## src/rtl/fetch_unit.sv

```systemverilog
// Instruction fetch stage: one outstanding imem request, single-entry IF/ID slot, redirect flush.
// Optional misaligned-fetch fault reporting is enabled by defining FETCH_MISALIGN_ERR_EN.
module fetch_unit #(
  parameter logic [31:0] RESET_PC = 32'h0000_3000
) (
  input  logic        clk,
  input  logic        rst_n,
  input  logic [31:0] npc,
  input  logic        redirect,
  output logic [31:0] pc,
  output logic        imem_req,
  output logic [31:0] imem_addr,
  input  logic        imem_ready,
  input  logic        imem_rvalid,
  input  logic [31:0] imem_rdata,
  output logic        if_valid,
  output logic [31:0] if_pc,
  output logic [31:0] if_instr,
  output logic        if_err,
  input  logic        if_ready
);

  typedef enum logic [2:0] {IDLE, FETCH, WAIT, DROP, ERR} state_t;

  state_t      state_reg, state_next;
  logic [31:0] pc_reg, pc_next;
  logic        slot_valid_reg;
  logic [31:0] slot_pc_reg;
  logic [31:0] slot_instr_reg;
  logic        slot_free;
  logic        load_slot;
`ifdef FETCH_MISALIGN_ERR_EN
  logic        slot_err_reg;
  logic        load_err;
`endif

  // The slot can accept a new entry if it is empty or being consumed this cycle.
  assign slot_free = !slot_valid_reg || if_ready;

  always_comb begin
    state_next = state_reg;
    pc_next    = pc_reg;
    imem_req   = 1'b0;
    load_slot  = 1'b0;
`ifdef FETCH_MISALIGN_ERR_EN
    load_err   = 1'b0;
`endif
    case (state_reg)
      IDLE: state_next = FETCH;
      FETCH: begin
`ifdef FETCH_MISALIGN_ERR_EN
        if (pc_reg[1:0] != 2'b00) begin
          if (slot_free && !redirect) begin
            load_err   = 1'b1;
            state_next = ERR;
          end
        end else
`endif
        begin
          imem_req = slot_free;
          if (imem_req && imem_ready)
            state_next = redirect ? DROP : WAIT;
        end
      end
      WAIT: begin
        if (imem_rvalid) begin
          load_slot  = !redirect;
          pc_next    = npc;
          state_next = FETCH;
        end else if (redirect) begin
          state_next = DROP;
        end
      end
      DROP: begin
        if (imem_rvalid)
          state_next = FETCH;
      end
      ERR: begin
        if (redirect)
          state_next = FETCH;
      end
      default: state_next = IDLE;
    endcase
    // A redirect always retargets the fetch path, whatever the state.
    if (redirect)
      pc_next = npc;
  end

  always_ff @(posedge clk or negedge rst_n) begin
    if (!rst_n) begin
      state_reg      <= IDLE;
      pc_reg         <= RESET_PC;
      slot_valid_reg <= 1'b0;
      slot_pc_reg    <= 32'h0;
      slot_instr_reg <= 32'h0;
`ifdef FETCH_MISALIGN_ERR_EN
      slot_err_reg   <= 1'b0;
`endif
    end else begin
      state_reg <= state_next;
      pc_reg    <= pc_next;
      if (redirect) begin
        slot_valid_reg <= 1'b0;
      end else if (load_slot) begin
        slot_valid_reg <= 1'b1;
        slot_pc_reg    <= pc_reg;
        slot_instr_reg <= imem_rdata;
`ifdef FETCH_MISALIGN_ERR_EN
        slot_err_reg   <= 1'b0;
      end else if (load_err) begin
        slot_valid_reg <= 1'b1;
        slot_pc_reg    <= pc_reg;
        slot_instr_reg <= 32'h0;
        slot_err_reg   <= 1'b1;
`endif
      end else if (if_ready) begin
        slot_valid_reg <= 1'b0;
      end
    end
  end

  assign pc        = pc_reg;
  assign imem_addr = {pc_reg[31:2], 2'b00};
  assign if_valid  = slot_valid_reg;
  assign if_pc     = slot_pc_reg;
  assign if_instr  = slot_instr_reg;
`ifdef FETCH_MISALIGN_ERR_EN
  assign if_err    = slot_err_reg;
`else
  assign if_err    = 1'b0;
`endif

endmodule

```

## config.mk

```make
export PLATFORM = sky130hd
export DESIGN_NAME = fetch_unit
export DESIGN_NICKNAME = d
export VERILOG_FILES = /design/src/rtl/fetch_unit.sv
export SDC_FILE = /design/constraint.sdc
export NUM_CORES = 1
export LEC_CHECK = 0
export BUFFER_PORTS_ARGS = -buffer_cell sky130_fd_sc_hd__buf_2
export CORE_MARGIN = 2
export CORE_UTILIZATION = 35
export CTS_CLUSTER_DIAMETER = 120
export DETAILED_ROUTE_END_ITERATION = 10
export GPL_ROUTABILITY_DRIVEN = 0
export PLACE_DENSITY_LB_ADDON = 0.05
export SLEW_MARGIN = 20
export SYNTH_ARGS = -nofsm -noshare
export SYNTH_HDL_FRONTEND = slang
export SYNTH_SLANG_ARGS = --single-unit
```

## constraint.sdc

```tcl
create_clock -name clk -period 1.7 [get_ports clk]
set_clock_uncertainty 0.05 [all_clocks]
set_input_delay 0.085 -clock clk [delete_from_list [all_inputs] [get_ports clk]]
set_output_delay 0.085 -clock clk [all_outputs]
set_load 0.03 [all_outputs]
```

Word-level counts from Yosys, hierarchy flattened
Index checks and enable logic that the tools add are counted.

storage, ports and cells
  bits in registers = 100
  bits of input ports = 70
  output and inout bits = 131
  word-level logic and storage cells = 41

cells by class
  equal/unequal tests = 8
  multiplexer cells = 16
  bitwise operators = 1
  reductions and logical operators = 11

operator list
  operator                                       count
  2-to-1 mux 32 bit                              3
  2-to-1 mux 3 bit                               5
  case mux 3 bit (5 select lines)                1
  2-to-1 mux 1 bit                               7
  == test 3 x 2 -> 1 bit, second input constant  2
  != test 2 bit, second input constant           3
  AND reduction 2 bit                            2
  AND reduction 4 bit                            1
  nonzero test 2 bit                             2
  == test 3 x 1 -> 1 bit, second input constant  1
  == test 3 bit, second input constant           1
  zero test 3 bit                                1
  != test 3 bit, second input constant           1
  nonzero test 3 bit                             1
  zero test 1 bit                                2
  logical AND 1 bit                              1
  logical OR 1 bit                               1
  NOT 1 bit                                      1

Longest topological paths before layout
  word-level depth = 5
  mapped depth = 5
  gate-level depth less buffers = 2

Worst setup path before layout
OpenSTA, ideal clock, no wires.

  path kind = register to register
  from = reg state_reg[0]
  to = reg slot_instr_reg[10] (netlist: if_instr[10])
  library setup time = 0.125 ns
  data arrival time = 1.327 ns
  data required time = 1.525 ns
  slack = 0.198 ns
  cell stages (with the launch flop) = 5
  path buffers = 2
  clock period less this slack = 1.502 ns
  cell sequence = dfrtp_1 and4bb_1 buf_6 buf_12 mux2_4

on the way
  longest elaborated chain between the ends = 3

ends and longest elaborated chain
  what                           line  source
  start: declaration             25    state_t state_reg, state_next;
  start signal: assignment       100   state_reg <= state_next;
  == test 3 x 2 -> 1 bit         48    case (state_reg)
  2-to-1 mux 1 bit               48
  AND reduction 2 bit (no line)  --
  end signal: assignment         107   slot_instr_reg <= imem_rdata;
  end: declaration               29    logic [31:0] slot_instr_reg;

No other way between the ends.
A chain may end at the register's enable or synchronous reset.

Worst setup path in the final report
  from = reg state_reg[1]
  to = out imem_req

on the way
  longest elaborated chain between the ends = 2

ends and longest elaborated chain
  what                    line  source
  == test 3 x 1 -> 1 bit  48
  2-to-1 mux 1 bit        48
  end: declaration        11    output logic imem_req,

No other way between the ends.

==> metrics.cfg <==
[synth]
synth-compound-area-share = 0.0554
synth_top_area_frac = 0.502
ys_warn_count = 0
synthTopCellsByArea = dfrtp_1 (50%), mux2_4 (19%), nand4b_1 (5.8%)
yosysUniqueCellTypes = 24
synth-xor-area-share = 0
yosysTopAreaCell = dfrtp_1
synth_top_family_by_area = multiplexers
synthesis.area_sq_mm = 0.00483
synth_flop_cell = dfrtp_1
synthCells = 367
synth_most_common_cell = dfrtp_1
yosysSeqAreaShare = 0.513
synth_fa_ha_area_frac = 0
synth-simple-area-share = 0.136
yosys-mux-area-fraction = 0.196
synth_edf_count = 0
synth-seq-cells = 99
yosys-top-cells-count = dfrtp_1 (97), mux2_4 (60), buf_4 (33), nand2b_1 (33)
syn_area_per_cell_sq_um = 13.2
async_flop_share = 1.00

[setup_path]
required_ps = 1560
critPathArrivalTime_ps = 1430
cp-start-kind = flip-flop
worst-path-buf-inv = 2
cp_max_fo = 17
reg2reg_slack_ps = 140
max_stage_delay_ps = 410
slowest_stage = dfrtp_1
crit_path_end_kind = primary output
cp_cell_sequence = buf_6, or2b_1, nor2_1, buf_4
cp_top_family = flip-flops
crit_type = reg -> out

[routing]
wl_um = 12100
drc = 0
dr.first_iter.drc_count = 133
avgViaCountPerCell = 4.63
drt_first_pass_iters = 7
vias = 3595
postRouteAntennaNets = 0
wire_per_inst_um = 15.6

[sta]
finalWorstSetupSlack_ps = 138
final.period_utilization = 0.919
finalHoldViolCount = 0
rsz0062_at_grt = no
slew_headroom = 0.615
max_freq_mhz = 640
setup-tns-final_ps = 0
setup_viol = 0
min_period_ps = 1560
slew_viol_final = 0
hold_ws_ps = 32.3
tightest_slew_ps = 577

[global_route]
grt_overflow = 0
antenna_found_initial = 0
grt_max_degree = 68
grt_pass1_vias = 3551
grt_pass1_wl_um = 18900
grt_usage = 0.165

[flow_run]
maxCapViolCount = 0

[final_layout]
finalNonFillerCells = 777
drive_above_1_share = 0.494
fillers = 1224
stdcell_area_sq_mm = 0.00671
syn_to_final_growth_pct = 38.8
nets = 667
antenna_cells = 0
finish.utilization = 0.503

[min_path]
hold_class = in -> reg

[power_and_ir_drop]
fin_total_pwr_mw = 9.12
vdd_drop_max_mv = 0.831
powerDensity_mw_per_mm2 = 1360
leakagePower_nw = 3.29

[floorplanning]
dieWidth_um = 122
die_h_um = 122
rows = 42
die-area_sq_mm = 0.0148
io-pin-count = 201
start_util = 0.362
fp.coreArea_sq_mm = 0.0133

[place]
dp.cells = 696
dp_hpwl_um = 7820
dpl_cell_area_sq_mm = 0.00577
pre_cts_slack_ps = 144
portBuffers = 197

[clock_tree]
htreeDepth = 3
cts_num_sinks = 99
cts_setup_buffers = 0
cts_buffer_depth = 2
numCtsBuffers = 9
path_clk_slew_ps = 70
cts_tree = done
cts-root-buf = clkbuf_16
insertion_delay_ps = 360

[outcome]
status = completed

final timing paths:
path	from	endpoint	cells past startpoint
max	state_reg[1]	imem_req	4
min	if_ready	state_reg[0]	3
max reg2reg	state_reg[0]	if_instr[0]	3
min reg2reg	if_instr[31]	if_instr[31]	1
max in group asynchronous	rst_n	pc[13]	3
min in group asynchronous	rst_n	if_instr[26]	2
routing by layer:
metal / track usage / vias up / part of all wire / routed length, um
li1: - / 1709 / - / -
met1: 0.212 / 1738 / 0.44 / 5310
met2: 0.269 / 135 / 0.48 / 5810
met3: 0.0510 / 13 / 0.067 / 807
met4: 0.0474 / 0 / 0.013 / 159
met5: 0 / - / 0 / 0
report_power, final:
part / internal [mW] / switching (mW) / total [mW] / leakage (nW)
clock: 1.00 / 0.953 / 1.95 / 0.129
combinational: 1.51 / 2.26 / 3.76 / 1.91
sequential: 3.01 / 0.394 / 3.41 / 1.25
total: 5.52 / 3.60 / 9.12 / 3.29
cell usage in the layout, fill, tap and decap left out:
cell	instances
clkinvlp_4	2
buf_12	5
nand2b_1	33
o32ai_1	1
inv_1	2
nor2b_1	1
clkinv_4	2
clkbuf_16	9
buf_6	1
and3b_2	1
buf_4	12
nand2_1	32
dfrtp_1	97
nor4b_1	1
or2b_1	1
conb_1	3
nor2_1	2
dfstp_2	2
dlygate4sd3_1	66
inv_6	2
nand4b_1	32
mux2_4	60
buf_2	195
o21ba_2	1
and4bb_4	1
a41oi_1	1
o211ai_1	32
mux2_2	4
worst reg2reg max path, stage by stage (launching register included):
cell and delay (ps):
dfrtp_1 390, and4bb_4 410, buf_12 240, mux2_2 360
timing repair:
| item | in CTS | in global routing |
|---|---|---|
| hold buffers | 66 | 0 |
| setup endpoints to repair | 0 | 1 |
| resized for setup | 0 | 3 |
| endpoints found under the hold margin | 163 | 0 |
final cells by class:
cell class / instances / area, sq um / area share
clock inverters: 6 / 50.0 / 0.00746
multi-input cells: 206 / 1890 / 0.281
flip-flops and latches: 99 / 2480 / 0.370
repair buffers: 279 / 1840 / 0.274
clock buffers: 9 / 225 / 0.0336
inverters: 2 / 7.51 / 0.00112
well taps: 176 / 220 / 0.0328
cell families (layout without fill, tap and decap cells):
family	after synthesis	after routing
other	1	3
AO/OA/AOI/OAI	35	35
multiplexers	64	64
flip-flops	99	99
AND/OR/NAND/NOR	104	104
buffers and inverters	64	296
(Power assumes the default switching activity.)
